[src/rtl/mem_port_arbiter_if.sv]
// Memory port arbitration bundle: request/done handshakes in, grant/owner and status out.
interface mem_port_arbiter_if #(
  parameter int CNT_W = 8
) ();

  logic [2:0]       req;
  logic [2:0]       done;
  logic [2:0]       grant;
  logic [1:0]       owner;
  logic [1:0]       arb_state;
  logic [2:0]       preempted;
  logic [CNT_W-1:0] nb_preempt;
  logic [CNT_W-1:0] nb_timeout;

  modport master (
    output req,
    output done,
    input  grant,
    input  owner,
    input  arb_state,
    input  preempted,
    input  nb_preempt,
    input  nb_timeout
  );

  modport slave (
    input  req,
    input  done,
    output grant,
    output owner,
    output arb_state,
    output preempted,
    output nb_preempt,
    output nb_timeout
  );

endinterface

[src/rtl/mem_port_arbiter.sv]
// Three-way memory port arbiter: M1 high priority with preemption, M2/M3 round-robin,
// bounded ownership through a hold timer, one dead RELEASE cycle between owners.
//
// state     | meaning
// ----------+--------------------------------------------------------------
// IDLE      | no owner, arbitrate sampled req every cycle
// OWN_LP    | M2 or M3 owns the port, may be preempted by M1 or time out
// OWN_HP    | M1 owns the port, never preempted, may time out
// RELEASE   | dead cycle with grant=000; arbitration for the next owner
module mem_port_arbiter #(
  parameter int MAX_HOLD   = 8,
  parameter int CNT_W      = 8,
  parameter int PREEMPT_EN = 1
) (
  input  logic              clk,
  input  logic              reset_n,
  mem_port_arbiter_if.slave bus
);

  typedef enum logic [1:0] {
    S_IDLE    = 2'd0,
    S_OWN_LP  = 2'd1,
    S_OWN_HP  = 2'd2,
    S_RELEASE = 2'd3
  } state_t;

  localparam int HOLD_W = (MAX_HOLD > 2) ? $clog2(MAX_HOLD) : 1;
  localparam logic [HOLD_W-1:0] HOLD_LAST = (MAX_HOLD > 0) ? HOLD_W'(MAX_HOLD - 1) : '0;

  state_t            state_q, state_d;
  logic [1:0]        owner_q, owner_d;
  logic [HOLD_W-1:0] hold_q, hold_d;
  logic              rr_m3_q, rr_m3_d;
  logic [2:0]        preempted_q, preempted_d;
  logic [CNT_W-1:0]  nb_pre_q, nb_to_q;
  logic              pre_ev, to_ev;
  logic [2:0]        own_vec;
  logic              own_done, own_req, release_ev;

  function automatic logic [2:0] owner_onehot(input logic [1:0] o);
    logic [2:0] v;
    case (o)
      2'd1:    v = 3'b001;
      2'd2:    v = 3'b010;
      2'd3:    v = 3'b100;
      default: v = 3'b000;
    endcase
    return v;
  endfunction

  always_ff @(posedge clk or negedge reset_n) begin
    if (!reset_n) begin
      state_q     <= S_IDLE;
      owner_q     <= 2'd0;
      hold_q      <= '0;
      rr_m3_q     <= 1'b1;
      preempted_q <= 3'b000;
      nb_pre_q    <= '0;
      nb_to_q     <= '0;
    end else begin
      state_q     <= state_d;
      owner_q     <= owner_d;
      hold_q      <= hold_d;
      rr_m3_q     <= rr_m3_d;
      preempted_q <= preempted_d;
      if (pre_ev && (nb_pre_q != '1)) nb_pre_q <= nb_pre_q + 1'b1;
      if (to_ev && (nb_to_q != '1))   nb_to_q  <= nb_to_q + 1'b1;
    end
  end

  always_comb begin
    own_vec  = owner_onehot(owner_q);
    own_done = |(bus.done & own_vec);
    own_req  = |(bus.req & own_vec);
  end

  always_comb begin
    state_d     = state_q;
    owner_d     = owner_q;
    hold_d      = hold_q;
    rr_m3_d     = rr_m3_q;
    preempted_d = 3'b000;
    pre_ev      = 1'b0;
    to_ev       = 1'b0;
    release_ev  = 1'b0;
    case (state_q)
      S_IDLE, S_RELEASE: begin
        hold_d = '0;
        if (bus.req[0]) begin
          state_d = S_OWN_HP;
          owner_d = 2'd1;
        end else if (bus.req[1] && bus.req[2]) begin
          // tie goes to whichever LP module did not win the last tie
          state_d = S_OWN_LP;
          owner_d = rr_m3_q ? 2'd2 : 2'd3;
          rr_m3_d = ~rr_m3_q;
        end else if (bus.req[1]) begin
          state_d = S_OWN_LP;
          owner_d = 2'd2;
        end else if (bus.req[2]) begin
          state_d = S_OWN_LP;
          owner_d = 2'd3;
        end else begin
          state_d = S_IDLE;
          owner_d = 2'd0;
        end
      end
      default: begin
        if (own_done || !own_req) begin
          release_ev = 1'b1;
        end else if ((state_q == S_OWN_LP) && (PREEMPT_EN != 0) && bus.req[0]) begin
          release_ev  = 1'b1;
          pre_ev      = 1'b1;
          preempted_d = own_vec;
        end else if ((MAX_HOLD != 0) && (hold_q == HOLD_LAST)) begin
          release_ev = 1'b1;
          to_ev      = 1'b1;
        end else begin
          hold_d = hold_q + 1'b1;
        end
        if (release_ev) begin
          state_d = S_RELEASE;
          owner_d = 2'd0;
        end
      end
    endcase
  end

  // all outputs decode from registers only, so no input reaches an output combinationally
  always_comb begin
    bus.grant      = owner_onehot(owner_q);
    bus.owner      = owner_q;
    bus.arb_state  = state_q;
    bus.preempted  = preempted_q;
    bus.nb_preempt = nb_pre_q;
    bus.nb_timeout = nb_to_q;
  end

endmodule
[src/flat_wrapper.sv]
// flat-port wrapper written by rule: the top's interface ports become plain ports
module mem_port_arbiter_flat 
#(
  parameter int MAX_HOLD   = 8,
  parameter int CNT_W      = 8,
  parameter int PREEMPT_EN = 1
)
  (clk, reset_n, bus_req, bus_done, bus_grant, bus_owner, bus_arb_state, bus_preempted, bus_nb_preempt, bus_nb_timeout);
  mem_port_arbiter_if #(.CNT_W(CNT_W)) bus_i ();
  input  logic clk;
  input  logic reset_n;
  input wire logic [$bits(bus_i.req)-1:0] bus_req;
  input wire logic [$bits(bus_i.done)-1:0] bus_done;
  output wire logic [$bits(bus_i.grant)-1:0] bus_grant;
  output wire logic [$bits(bus_i.owner)-1:0] bus_owner;
  output wire logic [$bits(bus_i.arb_state)-1:0] bus_arb_state;
  output wire logic [$bits(bus_i.preempted)-1:0] bus_preempted;
  output wire logic [$bits(bus_i.nb_preempt)-1:0] bus_nb_preempt;
  output wire logic [$bits(bus_i.nb_timeout)-1:0] bus_nb_timeout;
  assign bus_i.req = bus_req;
  assign bus_i.done = bus_done;
  assign bus_grant = bus_i.grant;
  assign bus_owner = bus_i.owner;
  assign bus_arb_state = bus_i.arb_state;
  assign bus_preempted = bus_i.preempted;
  assign bus_nb_preempt = bus_i.nb_preempt;
  assign bus_nb_timeout = bus_i.nb_timeout;
  mem_port_arbiter #(.MAX_HOLD(MAX_HOLD), .CNT_W(CNT_W), .PREEMPT_EN(PREEMPT_EN)) u_core (.clk(clk), .reset_n(reset_n), .bus(bus_i));
endmodule
[config.mk]
export PLATFORM = sky130hd
export DESIGN_NAME = mem_port_arbiter_flat
export DESIGN_NICKNAME = d
export VERILOG_FILES = /design/src/rtl/mem_port_arbiter_if.sv /design/src/rtl/mem_port_arbiter.sv /design/src/flat_wrapper.sv
export SDC_FILE = /design/constraint.sdc
export NUM_CORES = 1
export LEC_CHECK = 0
export CORE_MARGIN = 2
export CORE_UTILIZATION = 35
export DETAILED_ROUTE_END_ITERATION = 10
export DONT_BUFFER_PORTS = 1
export PLACE_DENSITY_LB_ADDON = 0.25
export SETUP_SLACK_MARGIN = 0.02
export SLEW_MARGIN = 10
export SYNTH_ARGS = -nofsm -noshare
export SYNTH_HDL_FRONTEND = slang
export SYNTH_SLANG_ARGS = --single-unit
[constraint.sdc]
create_clock -name clk -period 2.6 [get_ports clk]
set_input_delay 0.52 -clock clk [delete_from_list [all_inputs] [get_ports clk]]
set_output_delay 0.52 -clock clk [all_outputs]
set_load 0.01 [all_outputs]
==> impl_metrics.ini <==
[critical_path]
critPathMaxStageDelay_ns = 0.73
worstPathArrival_ns = 2.26
path_cells = and4bb_4, nor3_2, nor2_1, mux2_2
cp_top_family = simple AND/OR/NAND/NOR gates
cp_num_buf_inv = 0
required_ns = 2.76
critical_path_peak_fanout = 14
slowest_stage = nor3_2
end_kind = flip-flop
crit_path_start_kind = flip-flop
worstSetupPathType = flip-flop to flip-flop

[clocking]
clock_latency_ns = 0.27
htree_levels = 1
ctsLongestPathBuffers = 2
cts-root-buf = clkbuf_8
clk_pin_slew_worst_paths_ns = 0.09
cts_buffers = 3
cts.sinks = 27
post_cts_buffers = 0
cts_tree = built

[synth]
yosysSeqAreaShare_pct = 50.5
yosysWarningCount = 0
synth_ff_type = dfrtp_1
yosys_register_bits = 27
synth_cell_type_count = 34
synth_edf_count = 0
syn_inst = 120
avgSynthCellArea_um2 = 11.2
netlist_area_um2 = 1340
synth_nets = 133
async_flop_share_pct = 100

[sta]
fin_tns_setup_ns = 0
max_freq_mhz = 476
setup_ws_ns = 0.497
timing.final.crit_period_ns = 2.10
setup_viol = 0
fin_skew_ns = 0.00578
period_share_pct = 80.9
slew_headroom_pct = 41.3
hold_ws_ns = 0.0477
hold_violations = 0
final-max-slew-violation-count = 0
worst-slew-pin-transition_ns = 0.876
grt_setup_unrepaired = false

[drt]
vias = 888
vias_per_cell = 5.19
wl_per_cell_um = 14.2
ant_nets = 0
dr.pass1.iters = 2
wl_um = 2430
drc_errors = 0
drt_iter0_markers = 25

[layout]
syn2layout_area_growth_pct = 8.12
final_core_util_pct = 39.6
fin_area_um2 = 1450
drive_above_1_share_pct = 11.4
stdcell_count = 171
n_antenna_cell = 0
nets = 137

[grt]
grt-ovfl-total = 0
grt_pass1_vias = 873
grt_max_degree = 27
grt_pass1_wl_um = 4040
grt.total_usage_pct = 12.3
grt_antenna_before_repair = 0

[floorplan]
fp.coreArea_um2 = 3660
ios = 34
initial_utilization_pct = 36.6
num_rows = 22
dieArea_um2 = 4340
die_h_um = 65.9
die_w_um = 65.9

[placement]
post-place-ws_ns = 0.491
routabilityCongestion = 0.696
dpl.hpwl_um = 1780
numPortBuffers = 0
postPlaceCellArea_um2 = 1390
dpl.cell_count = 166

[power]
power_density_nw_per_um2 = 769
max-vdd-ir-drop_mv = 0.367
leakagePower_nw = 0.718
power_mw = 1.11

[status]
status = completed

[worst_hold_path]
hold_class = primary input to async pin

[run]
maxCapViolCount = 0
## final cells by class
| class | count | area (µm²) |
|---|---|---|
| multi-input combinational | 87 | 633 |
| inverter | 4 | 15.0 |
| clock buffer | 4 | 45.0 |
| tap | 48 | 60.1 |
| sequential | 27 | 677 |
| fill | 362 | 2210 |
| timing repair buffer | 1 | 20.0 |
## path summary, 6_finish.rpt
kind / cells after the start / startpoint / slack, ns / to
min in group clk: 2 / bus_req[2] / 0.38 / u_core.rr_m3_q
max in group asynchronous: 1 / reset_n / 2.40 / u_core.hold_q[0]
hold / removal: 1 / reset_n / 0.05 / u_core.bus.preempted[0]
hold reg to reg: 1 / u_core.rr_m3_q / 0.50 / u_core.rr_m3_q
setup reg to reg: 4 / u_core.bus.owner[1] / 0.50 / u_core.bus.nb_timeout[1]
setup / recovery: 4 / u_core.bus.owner[1] / 0.50 / u_core.bus.nb_timeout[1]
## layout by cell type, fill, tap and decap left out, drive strengths merged, types with 2 or more instances in the layout
cell,Yosys,layout
clkbuf,0,4
nor4b,2,2
dfrtp,26,26
a21oi,2,2
nor4,6,6
nor2,14,14
mux2,2,2
xor2,15,15
inv,4,4
nand3,7,7
and4bb,2,2
nand2,8,8
o21ai,2,2
ha,5,5
nor3,5,5
nor3b,2,2
nand4,2,2
mux2i,2,2
## report_power, final
group | total (mW) | switching, mW | internal (mW)
sequential | 0.577 | 0.0902 | 0.486
clock | 0.237 | 0.127 | 0.110
combinational | 0.301 | 0.183 | 0.118
total | 1.11 | 0.400 | 0.714
## worst reg2reg max path, delay by kind of cell, from the launching register on
kind / cells / cell delay [ns]
simple gates: 3 / 1.19
flops: 1 / 0.49
mux: 1 / 0.31
## Yosys cell counts, types with 2 or more instances
cell | n | area, µm²
ha_1 | 5 | 62.6
nor4_2 | 2 | 25.0
nor4_1 | 4 | 25.0
nor4b_1 | 2 | 17.5
dfrtp_1 | 26 | 651
xor2_1 | 15 | 131
inv_1 | 4 | 15.0
nor2_1 | 14 | 52.6
nand3_1 | 7 | 35.0
nand4_1 | 2 | 12.5
and4bb_4 | 2 | 32.5
a21oi_1 | 2 | 10.0
mux2i_1 | 2 | 20.0
nand2_1 | 8 | 30.0
nor3b_1 | 2 | 15.0
mux2_2 | 2 | 22.5
nor3_1 | 4 | 20.0
## sequential cells by signal, summed over array words and instances (netlist names)
name,cells
u_core.bus.nb_timeout,8
u_core.bus.owner,2
u_core.rr_m3_q,1
u_core.hold_q,3
u_core.bus.nb_preempt,8
u_core.bus.arb_state,2
u_core.bus.preempted,3
## cells by family after synthesis
logic type,after synthesis,share of synthesized area [%]
buffers and inverters,6,2.33
multiplexers,4,3.17
flip-flops,27,50.5
AO/OA/AOI/OAI,9,5.32
XOR/XNOR,16,10.4
AND/OR/NAND/NOR,53,23.6
adder cells (fa/ha/maj),5,4.66
## layer usage
layer  wire [µm]  up-vias  GRT usage [%]
li1            -      427              -
met1        1090      429           15.2
met2        1110       28           19.4
met3         207        4           5.62
met4          23        0           3.13
met5           0        -              0
## timing repair
item                                   CTS  global route
endpoints found under the hold margin   26             0
hold buffers                             1             0
resized for setup                        0             0
Note: power is estimated with default switching activity, not from simulation.
